**config.mk**
```make
export PLATFORM = sky130hd
export DESIGN_NAME = uart_tx_line_arbiter
export DESIGN_NICKNAME = d
export VERILOG_FILES = /design/src/rtl/uart_arb_pkg.sv /design/src/rtl/rr_picker.sv /design/src/rtl/uart_tx_line_arbiter.sv
export SDC_FILE = /design/constraint.sdc
export NUM_CORES = 1
export LEC_CHECK = 0
export CAP_MARGIN = 20
export CORE_UTILIZATION = 35
export DETAILED_ROUTE_END_ITERATION = 8
export SYNTH_ARGS = -nofsm -noshare
export SYNTH_HDL_FRONTEND = slang
export SYNTH_SLANG_ARGS = --single-unit
```
**constraint.sdc**
```tcl
create_clock -name clk -period 5.05 [get_ports clk]
set_input_delay 1.515 -clock clk [delete_from_list [all_inputs] [get_ports clk]]
set_output_delay 1.515 -clock clk [all_outputs]
set_load 0.03 [all_outputs]
```
**src/rtl/uart_arb_pkg.sv**
```systemverilog
// Shared constants and state type for the UART transmit line arbiter.
package uart_arb_pkg;

    localparam logic [7:0] ASCII_LF = 8'h0A;

    localparam int CLOCK_FREQ            = 12_000_000;
    localparam int GAP_TIMEOUT_DEFAULT   = CLOCK_FREQ / 10;
    localparam int START_TIMEOUT_DEFAULT = 16;

    typedef enum logic [2:0] {
        IDLE       = 3'd0,
        ACCEPT     = 3'd1,
        ISSUE      = 3'd2,
        WAIT_START = 3'd3,
        WAIT_DONE  = 3'd4
    } arb_state_t;

endpackage

```
**src/rtl/rr_picker.sv**
```systemverilog
// Combinational round-robin picker: first asserted request at or cyclically after the pointer.
module rr_picker #(
    parameter int NUM_REQ = 3
) (
    input  logic [NUM_REQ-1:0]         req,
    input  logic [$clog2(NUM_REQ)-1:0] pointer,
    output logic [$clog2(NUM_REQ)-1:0] grant,
    output logic                       any_req
);

    localparam int IDX_W = $clog2(NUM_REQ);

    int   idx;
    logic found;

    always_comb begin
        grant = '0;
        found = 1'b0;
        idx   = 0;
        for (int i = 0; i < NUM_REQ; i++) begin
            idx = (int'(pointer) + i) % NUM_REQ;
            if (!found && req[idx]) begin
                grant = IDX_W'(idx);
                found = 1'b1;
            end
        end
    end

    assign any_req = |req;

endmodule

```
**src/rtl/uart_tx_line_arbiter.sv**
```systemverilog
// Shares one uart_tx among several byte-stream requesters, granting ownership per line
// (released on LF or after an idle gap timeout) so lines never interleave.
module uart_tx_line_arbiter
    import uart_arb_pkg::*;
#(
    parameter int NUM_REQ       = 3,
    parameter int GAP_TIMEOUT   = GAP_TIMEOUT_DEFAULT,
    parameter int START_TIMEOUT = START_TIMEOUT_DEFAULT
) (
    input  logic                         clk,
    input  logic                         rst_n,
    input  logic [8*NUM_REQ-1:0]         req_data,
    input  logic [NUM_REQ-1:0]           req_valid,
    output logic [NUM_REQ-1:0]           req_ready,
    output logic [7:0]                   tx_data,
    output logic                         tx_data_valid,
    input  logic                         tx_busy,
    output logic [$clog2(NUM_REQ)-1:0]   grant_id,
    output logic                         line_active,
    output logic                         abort_pulse,
    output logic [7:0]                   timeout_count
);

    localparam int IDX_W   = $clog2(NUM_REQ);
    localparam int GAP_W   = $clog2(GAP_TIMEOUT + 1);
    localparam int START_W = $clog2(START_TIMEOUT + 1);
    localparam logic [GAP_W-1:0]   GAP_LAST   = GAP_W'(GAP_TIMEOUT - 1);
    localparam logic [START_W-1:0] START_LAST = START_W'(START_TIMEOUT - 1);

    arb_state_t         state;
    logic [IDX_W-1:0]   pointer;
    logic [IDX_W-1:0]   pick;
    logic [IDX_W-1:0]   next_pointer;
    logic               any_req;
    logic               is_lf;
    logic               byte_done;
    logic [GAP_W-1:0]   gap_count;
    logic [START_W-1:0] start_count;
    logic [7:0]         owner_byte;

    rr_picker #(
        .NUM_REQ (NUM_REQ)
    ) u_picker (
        .req     (req_valid),
        .pointer (pointer),
        .grant   (pick),
        .any_req (any_req)
    );

    assign owner_byte   = req_data[8*grant_id +: 8];
    assign next_pointer = (grant_id == IDX_W'(NUM_REQ - 1)) ? '0 : grant_id + IDX_W'(1);

    // A missing busy edge (uart_tx dropped the pulse) is treated as a finished byte.
    assign byte_done = !tx_busy &&
                       ((state == WAIT_DONE) || (state == WAIT_START && start_count == START_LAST));

    always_comb begin
        req_ready = '0;
        if (state == ACCEPT) begin
            req_ready[grant_id] = 1'b1;
        end
    end

    always_ff @(posedge clk or negedge rst_n) begin
        if (!rst_n) begin
            state         <= IDLE;
            tx_data       <= '0;
            tx_data_valid <= 1'b0;
            grant_id      <= '0;
            line_active   <= 1'b0;
            abort_pulse   <= 1'b0;
            timeout_count <= '0;
            pointer       <= '0;
            gap_count     <= '0;
            start_count   <= '0;
            is_lf         <= 1'b0;
        end else begin
            tx_data_valid <= 1'b0;
            abort_pulse   <= 1'b0;
            case (state)
                IDLE: begin
                    if (any_req) begin
                        grant_id    <= pick;
                        line_active <= 1'b1;
                        gap_count   <= '0;
                        state       <= ACCEPT;
                    end
                end
                ACCEPT: begin
                    if (req_valid[grant_id]) begin
                        tx_data       <= owner_byte;
                        is_lf         <= (owner_byte == ASCII_LF);
                        gap_count     <= '0;
                        tx_data_valid <= 1'b1;
                        state         <= ISSUE;
                    end else if (gap_count == GAP_LAST) begin
                        line_active <= 1'b0;
                        abort_pulse <= 1'b1;
                        if (timeout_count != 8'hFF) begin
                            timeout_count <= timeout_count + 8'd1;
                        end
                        pointer   <= next_pointer;
                        gap_count <= '0;
                        state     <= IDLE;
                    end else begin
                        gap_count <= gap_count + GAP_W'(1);
                    end
                end
                ISSUE: begin
                    start_count <= '0;
                    state       <= WAIT_START;
                end
                WAIT_START, WAIT_DONE: begin
                    if (byte_done) begin
                        if (is_lf) begin
                            line_active <= 1'b0;
                            pointer     <= next_pointer;
                            state       <= IDLE;
                        end else begin
                            state <= ACCEPT;
                        end
                    end else if (state == WAIT_START) begin
                        if (tx_busy) begin
                            state <= WAIT_DONE;
                        end else begin
                            start_count <= start_count + START_W'(1);
                        end
                    end
                end
                default: state <= IDLE;
            endcase
        end
    end

endmodule
```
# [Word-level counts from Yosys, hierarchy flattened]
# Cells that the tools add are included.
[word_totals] output_inout_bits=24 regBits=53 elab_cells=123 inputBits=30
[op_classes] n_reduce_logical=24 order_cmp=5 n_mux=52 add_sub_neg=6 bitwise=1 n_shift=1 n_eq_ne=20 div=3
[op_table] op="$lt 32x4->1 const B" count=3
[op_table] op="$mod 32x3->32 const B" count=2
[op_table] op="$mux 21" count=3
[op_table] op="$pmux 21 s2" count=1
[op_table] op="$mod 3x3->32 const B" count=1
[op_table] op="$shiftx 24x6->8" count=1
[op_table] op="$add 21x1->21 const B" count=1
[op_table] op="$eq 21x21->1 const B" count=1
[op_table] op="$mux 1" count=21
[op_table] op="$mux 3" count=7
[op_table] op="$mux 2" count=8
[op_table] op="$mux 5" count=3
[op_table] op="$ne 2x2->1 const B" count=7
[op_table] op="$pmux 3 s4" count=1
[op_table] op="$reduce_and 4->1" count=3
[op_table] op="$pmux 5 s2" count=1
[op_table] op="$add 8x1->8 const B" count=1
[op_table] op="$bmux 1 s2" count=4
[op_table] op="$eq 8x4->1 const B" count=1
[op_table] op="$ne 8x8->1 const B" count=1
[op_table] op="$eq 3x2->1 const B" count=2
[op_table] op="$ne 3x3->1 const B" count=2
[op_table] op="$reduce_and 2->1" count=3
[op_table] op="$reduce_and 6->1" count=1
[op_table] op="other kinds (25)" count=33

# [Longest topological paths before layout]
# Gate-level depths: netlist (run 1).
[logic_depth] ltp_word=11 ltp_mapped=8 depth_no_buf=8

# [Modules after synthesis]
# A second synthesis (run 1) with hierarchy kept.
[hier_totals] hier_cells=337 area_unflattened_um2=3158.0
[by_module_without_submodules] mod="uart_tx_line_arbiter" cells_each=317 area_each_um2=3010.4 seq_area_each_um2=1326.3 instances=1
[by_module_without_submodules] mod="rr_picker" cells_each=20 area_each_um2=147.6 seq_area_each_um2=0.0 instances=1

# [Least setup slack after synthesis (run 1)]
# No wires, ideal clock.
[synth_timing] kind="register to output" start="register grant_id[1]" end="output port req_ready[2]" path_stages_with_launch=4 n_path_buf=2 slack_ps=1744 arrival_ps=1791 required_ps=3535 cell_sequence="dfrtp_1 clkbuf_1 clkbuf_1 nor3b_1"
[synth_between] elab_chain_cells=5 elab_cells_between_ends=6 classes_between="order compare (2); mux (3); reduce/logical (1)"
[synth_lines] element="start, declared" line="uart_tx_line_arbiter.sv:18" source="output logic [$clog2(NUM_REQ)-1:0] grant_id,"
[synth_lines] element="start signal, assigned" line="uart_tx_line_arbiter.sv:83" source="grant_id <= pick;"
[synth_lines] element="$lt 2x3->1 (implied by the code) / $ge 2x1->1 (equally long branches)" line="uart_tx_line_arbiter.sv:60" source="req_ready[grant_id] = 1'b1;"
[synth_lines] element="$logic_and 1x1->1 (implied by the code)" line="uart_tx_line_arbiter.sv:60"
[synth_lines] element="$mux 1 (implied by the code)" line="uart_tx_line_arbiter.sv:60"
[synth_lines] element="$demux 1 s2 (*)" line="uart_tx_line_arbiter.sv:60"
[synth_lines] element="$mux 3 (*)" line="uart_tx_line_arbiter.sv:59" source="if (state == ACCEPT) begin"
[synth_lines] element="end, declared" line="uart_tx_line_arbiter.sv:14" source="output logic [NUM_REQ-1:0] req_ready,"
# Mark *: on every way between the ends. The rest lies on a longest branch, timed or not.

# [Worst setup path after layout (run 1)]
[layout_timing] start="register state[2]" end="output port req_ready[2]"
[layout_between] elab_chain_cells=2
[layout_lines] element="start, declared" line="uart_tx_line_arbiter.sv:30" source="arb_state_t state;"
[layout_lines] element="start signal, assigned" line="uart_tx_line_arbiter.sv:66" source="state <= IDLE;"
[layout_lines] element="start signal, assigned" line="uart_tx_line_arbiter.sv:86" source="state <= ACCEPT;"
[layout_lines] element="start signal, assigned" line="uart_tx_line_arbiter.sv:95" source="state <= ISSUE;"
[layout_lines] element="$eq 3x1->1" line="uart_tx_line_arbiter.sv:59"
[layout_lines] element="$mux 3" line="uart_tx_line_arbiter.sv:59"
# No other way between the ends.

==> results.cfg, run 1 <==
[clocking]
clk_pin_slew_ns = 0.10
cts-hold-fix-buffers = 0
clk_path_buf_depth = 2
h-tree-depth = 2
clockRootBuffer = clkbuf_8
worst_skew_pair.late_latency_ns = 0.31
cts_tree = built
cts.sinks = 53
cts_setup_buffers = 0
ctsResizeCount = 0
cts_buffers = 5

[yosys]
ys_seq_area_frac = 0.432
netlist_area_mm2 = 0.00307
ys_warn_count = 0
yosysUniqueCellTypes = 56
yosys.area.top_type = dfrtp_1
synthTopCellsByArea = dfrtp_1 43%, nand2_1 6.2%, mux2i_1 3.9%
syn-num-nets = 379
synth.avg_cell_area_um2 = 8.97
synth_cells = 342
synth_top_area_frac = 0.432
synth_edf_count = 0
synthFlopType = dfrtp_1
synth_seq_cells = 53
async_flop_share = 1.00

[floorplanning]
start_util = 0.368
die_x_um = 95.6
die_area_mm2 = 0.00915
die_y_um = 95.6
rows = 33
core_region_area_mm2 = 0.00834
ios = 54

[pwr]
powerDensity_mw_per_mm2 = 437
finalPower_mw = 1.66
irDropWorstVdd_mv = 0.294
p_leak_nw = 1.57

[grt]
grt_pass1_wl_mm = 11.8
track_usage = 0.162
grt_overflow = 0
grt_pass1_vias = 2596
grt_antenna_before_repair = 0
grt_start_max_net_pins = 54

[detailed_routing]
post_drt_wl_per_cell_um = 14.0
drtPass1Iterations = 4
viasPerCell = 5.49
num_vias = 2720
drc = 0
drt_iter0_markers = 83
routed_wirelength_mm = 6.95
ant_nets = 0

[critical_path]
r2r-end = gap_count[10]
reg2reg_depth = 5
cp_data_arrival_time_ns = 2.18
r2r_start = grant_id[0]
cp-start-kind = register
worstPathRequired_ns = 3.54
critPathCaptureType = output port
path_class = reg2out
r2r_setup_slack_ns = 2.44
crit_fanout = 17

[layout]
syn_to_final_growth_pct = 23.9
fin_area_mm2 = 0.00380
final_cells = 495
fin_util = 0.456
diodes = 0
drive_gt1_frac = 0.0667
seqCellArea_mm2 = 0.00133
fillers = 827
multi_input_area_mm2 = 0.00165
finalNetCount = 427

[sta]
fin_skew_ns = 0.0101
maxSlewHeadroom = 0.500
fmaxAchievable_mhz = 271
worst_slew_pin_slew_ns = 0.751
period_minus_slack_ns = 3.69
slew_violations = 0
rsz0062_at_grt = false
min_period_over_period = 0.731
hold_viol = 0
setup_tns_ns = 0
finalSetupViolations = 0

[min_path]
hp-start = tx_data[1]
hold_class = reg2reg
worstHoldPathCells = 2
whs_endpoint = tx_data[1]

[outcome]
status = completed

[placed_design]
placed_area_mm2 = 0.00369
place_congestion = 0.811
place_hpwl_mm = 5.05
placed_cells = 488
io_buffers = 53

[job]
cap_violations = 0
## how the worst max path moves through the flow
stage               endpoint         start  cells past startpoint  slack [ns]
6_report        req_ready[2]      state[2]                      4        1.36
5_1_grt         req_ready[2]      state[2]                      4        1.20
4_1_cts         req_ready[2]      state[2]                      4        1.33
3_5_place_dp   gap_count[10]  req_valid[0]                      6        1.27
3_3_place_gp      tx_data[3]  req_valid[0]                      5        1.41
2_1_floorplan   req_ready[2]   grant_id[1]                      3        1.74
## flip-flops by register name (all words and copies together) (netlist names)
| name | flops |
|---|---|
| start_count | 5 |
| grant_id | 2 |
| pointer | 2 |
| gap_count | 21 |
| tx_data | 8 |
| timeout_count | 8 |
| tx_data_valid | 1 |
| abort_pulse | 1 |
| is_lf | 1 |
| state | 3 |
| line_active | 1 |
## layout make-up
cell class | count | share of cell area
multi-input cells | 265 | 0.434
flip-flops and latches | 53 | 0.349
repair buffers | 57 | 0.146
well taps | 105 | 0.0346
clock buffers | 5 | 0.0181
clock inverters | 2 | 0.0102
inverters | 8 | 0.00790
## placed cells by master, fill, tap and decap left out, drive strengths merged, types with 5 or more instances in the layout
master / count
o31ai: 5
nand3: 10
dfrtp: 53
nand2: 51
a31oi: 12
nor3: 9
ha: 7
and3: 10
nand2b: 6
o21ai: 21
mux2: 5
clkbuf: 5
nor2: 25
clkdlybuf4s50: 52
a21oi: 23
inv: 9
nand4: 11
mux2i: 12
buf: 5
## metal layers
metal,share of wire,track usage,vias up
met5,0,0,-
met4,0.0049,0.0249,0
met3,0.041,0.0343,5
met2,0.47,0.265,53
met1,0.48,0.222,1305
li1,-,-,1357
## where the power goes
| part | switching (mW) | internal (mW) |
|---|---|---|
| registers | 0.123 | 0.504 |
| clock network | 0.143 | 0.147 |
| logic | 0.437 | 0.306 |
| total | 0.703 | 0.957 |
## critical path, cell delays in order (launching register included)
cell and delay [ns]:
dfrtp_1 0.56, nor2_1 0.27, nand2_1 0.14, nor3b_1 0.20
clkdlybuf4s50_1 0.70
## stage by stage
stage,worst slack [ns],hold WS [ns]
2_1_floorplan,1.74,0.458
3_5_place_dp,1.27,0.473
3_3_place_gp,1.41,0.463
4_1_cts,1.33,0.498
6_report,1.36,0.490
5_1_grt,1.20,0.525
## logic make-up after synthesis
family,Yosys count,share of synthesized area
buf+inv,24,0.0298
mux,17,0.0587
fa+ha+maj,7,0.0285
flops,53,0.432
compound gates,85,0.176
xor+xnor,7,0.0200
simple gates,149,0.255
## synthesized netlist by cell type, types with 4 or more instances
library cell	instances
mux2_2	4
a21oi_1	22
xnor2_1	4
nand4_1	11
nand2b_1	6
and3_1	10
nand2_1	51
inv_1	8
a41oi_1	4
a31oi_1	12
nor2_1	25
nand3_1	9
mux2i_1	12
o211ai_1	4
clkbuf_1	14
o21ai_0	20
nor3_1	9
ha_1	7
o31ai_1	5
dfrtp_1	53
No activity file was read; power rests on OpenSTA's default activity.
==> run 2: changes to the inputs <==
==> constraint.sdc (replaced) <==
create_clock -name clk -period 3.5 [get_ports clk]
set_input_delay 1.05 -clock clk [delete_from_list [all_inputs] [get_ports clk]]
set_output_delay 1.05 -clock clk [all_outputs]
set_load 0.03 [all_outputs]
==> run 2 against run 1 <==
- power increased by 42%
- sequential power increased by 31%
- sequential share of layout area decreased by 0.26 points
- core utilization increased by 0.34 points
- first-iteration DRC count increased by 12%
- worst hold slack got worse by 0.00068 ns
- register-to-register slack got worse by 1.4 ns
- clock power increased by 18%
- non-clock buffer count increased by 7
- critical path type unchanged
- largest cell class unchanged
- largest power group unchanged
==> results.cfg, run 2 (synthesis results as in run 1) <==
[outcome]
status = completed

[detailed_routing]
drc = 0
post_drt_wl_per_cell_um = 13.7
drtPass1Iterations = 4
routed_wirelength_mm = 6.91
drt_iter0_markers = 93
ant_nets = 0
num_vias = 2727
viasPerCell = 5.42

[floorplanning]
die_x_um = 95.6
rows = 33
die_area_mm2 = 0.00915
start_util = 0.368
ios = 54
die_y_um = 95.6
core_region_area_mm2 = 0.00834

[placed_design]
placed_cells = 495
io_buffers = 53
place_hpwl_mm = 5.28
pre_cts_slack_ns = 0.262
place_congestion = 0.855

[layout]
final_cells = 503
layout_common_cells = 53 x dfrtp_1, 52 x clkdlybuf4s50_1, 51 x nand2_1
largest_reg_flops = 21
top_regs = gap_count: 21 flops, timeout_count: 8 flops, tx_data: 8 flops
finalNetCount = 434
diodes = 0
layout_commonest_cell = dfrtp_1
syn_to_final_growth_pct = 24.8
top_register = gap_count
fin_util = 0.459
drive_gt1_frac = 0.0804

[critical_path]
reg2reg_depth = 5
crit_fanout = 3
r2r-end = pointer[0]
cp_data_arrival_time_ns = 1.98
path_class = reg2out
critPathCaptureType = output port
r2r_start = gap_count[7]
r2r_setup_slack_ns = 1.03
crit_path_start = state[2]
slowest_stage = clkdlybuf4s50_1
crit_chain = nor2_1 -> nand2_1 -> nor3b_1 -> clkdlybuf4s50_1
slowest_delay_ns = 0.71
worstPathRequired_ns = 2.45
cp-start-kind = register

[clocking]
clk_pin_slew_ns = 0.09
cts_tree = built
cts_setup_buffers = 0
ctsResizeCount = 0
cts-hold-fix-buffers = 0
cts.sinks = 53
h-tree-depth = 2
cts_buffers = 5
worst_skew_pair.late_latency_ns = 0.30
clk_path_buf_depth = 2
clockRootBuffer = clkbuf_8

[sta]
fin_skew_ns = 0.00542
period_minus_slack_ns = 3.03
min_period_over_period = 0.866
fmaxAchievable_mhz = 330
worst_slew_pin_slew_ns = 0.985
setup_tns_ns = 0
slew_violations = 0
finalSetupViolations = 0
rsz0062_at_grt = false
hold_viol = 0
fin_ws_ns = 0.469
maxSlewHeadroom = 0.338

[pwr]
irDropWorstVdd_mv = 0.377
p_leak_nw = 1.59
powerDensity_mw_per_mm2 = 617

[job]
cap_violations = 0

[grt]
grt_overflow = 0
grt_pass1_vias = 2623
grt_pass1_wl_mm = 12.2
track_usage = 0.167
grt_start_max_net_pins = 22
grt_antenna_before_repair = 0

[min_path]
whs_endpoint = timeout_count[4]
hold_class = reg2reg
hp-start = timeout_count[4]
worstHoldPathCells = 1
-- run 2: per-layer routing --
metal,up-vias,share of wire,GRT usage
li1,1362,-,-
met1,1290,0.48,0.236
met2,70,0.46,0.265
met3,5,0.054,0.0343
met4,0,0.0074,0.0323
met5,-,0,0
-- run 2: power breakdown --
| part | total (mW) | internal (mW) | switching [mW] |
|---|---|---|---|
| clock | 0.341 | 0.142 | 0.199 |
| sequential | 0.821 | 0.728 | 0.0921 |
| combinational | 1.20 | 0.479 | 0.723 |
-- run 2: how the worst max path moves through the flow --
stage / endpoint / slack, ns / cells after the start
6_report: req_ready[2] / 0.47 / 4
5_1_grt: req_ready[2] / 0.32 / 4
3_5_place_dp: gap_count[10] / 0.26 / 5
3_3_place_gp: gap_count[10] / 0.40 / 5
4_1_cts: req_ready[2] / 0.42 / 4
2_1_floorplan: req_ready[2] / 0.66 / 3
-- run 2: layout make-up --
class,count,area (um2)
Clock inverter,1,7.51
Clock buffer,7,76.3
Tap cell,105,131
Multi-Input combinational cell,265,1650
Sequential cell,53,1330
Timing Repair Buffer,64,608
Inverter,8,30.0
Fill cell,830,4510
-- run 2: through the flow --
stage | power (mW) | hold slack, ns | instance area [um2]
after CTS | 2.39 | 0.494 | 3830
after detailed placement | 2.04 | 0.474 | 3750
final | 2.36 | 0.490 | 3830
after global placement | 2.03 | 0.466 | 3750
after floorplan | 1.62 | 0.458 | 3070
after global routing | 2.55 | 0.519 | 3830
-- run 2: critical path, delay by kind of cell (launching register included) --
kind	cells	cell delay [ns]
buffers and inverters	1	0.71
AND/OR/NAND/NOR	3	0.58
flip-flops	1	0.39
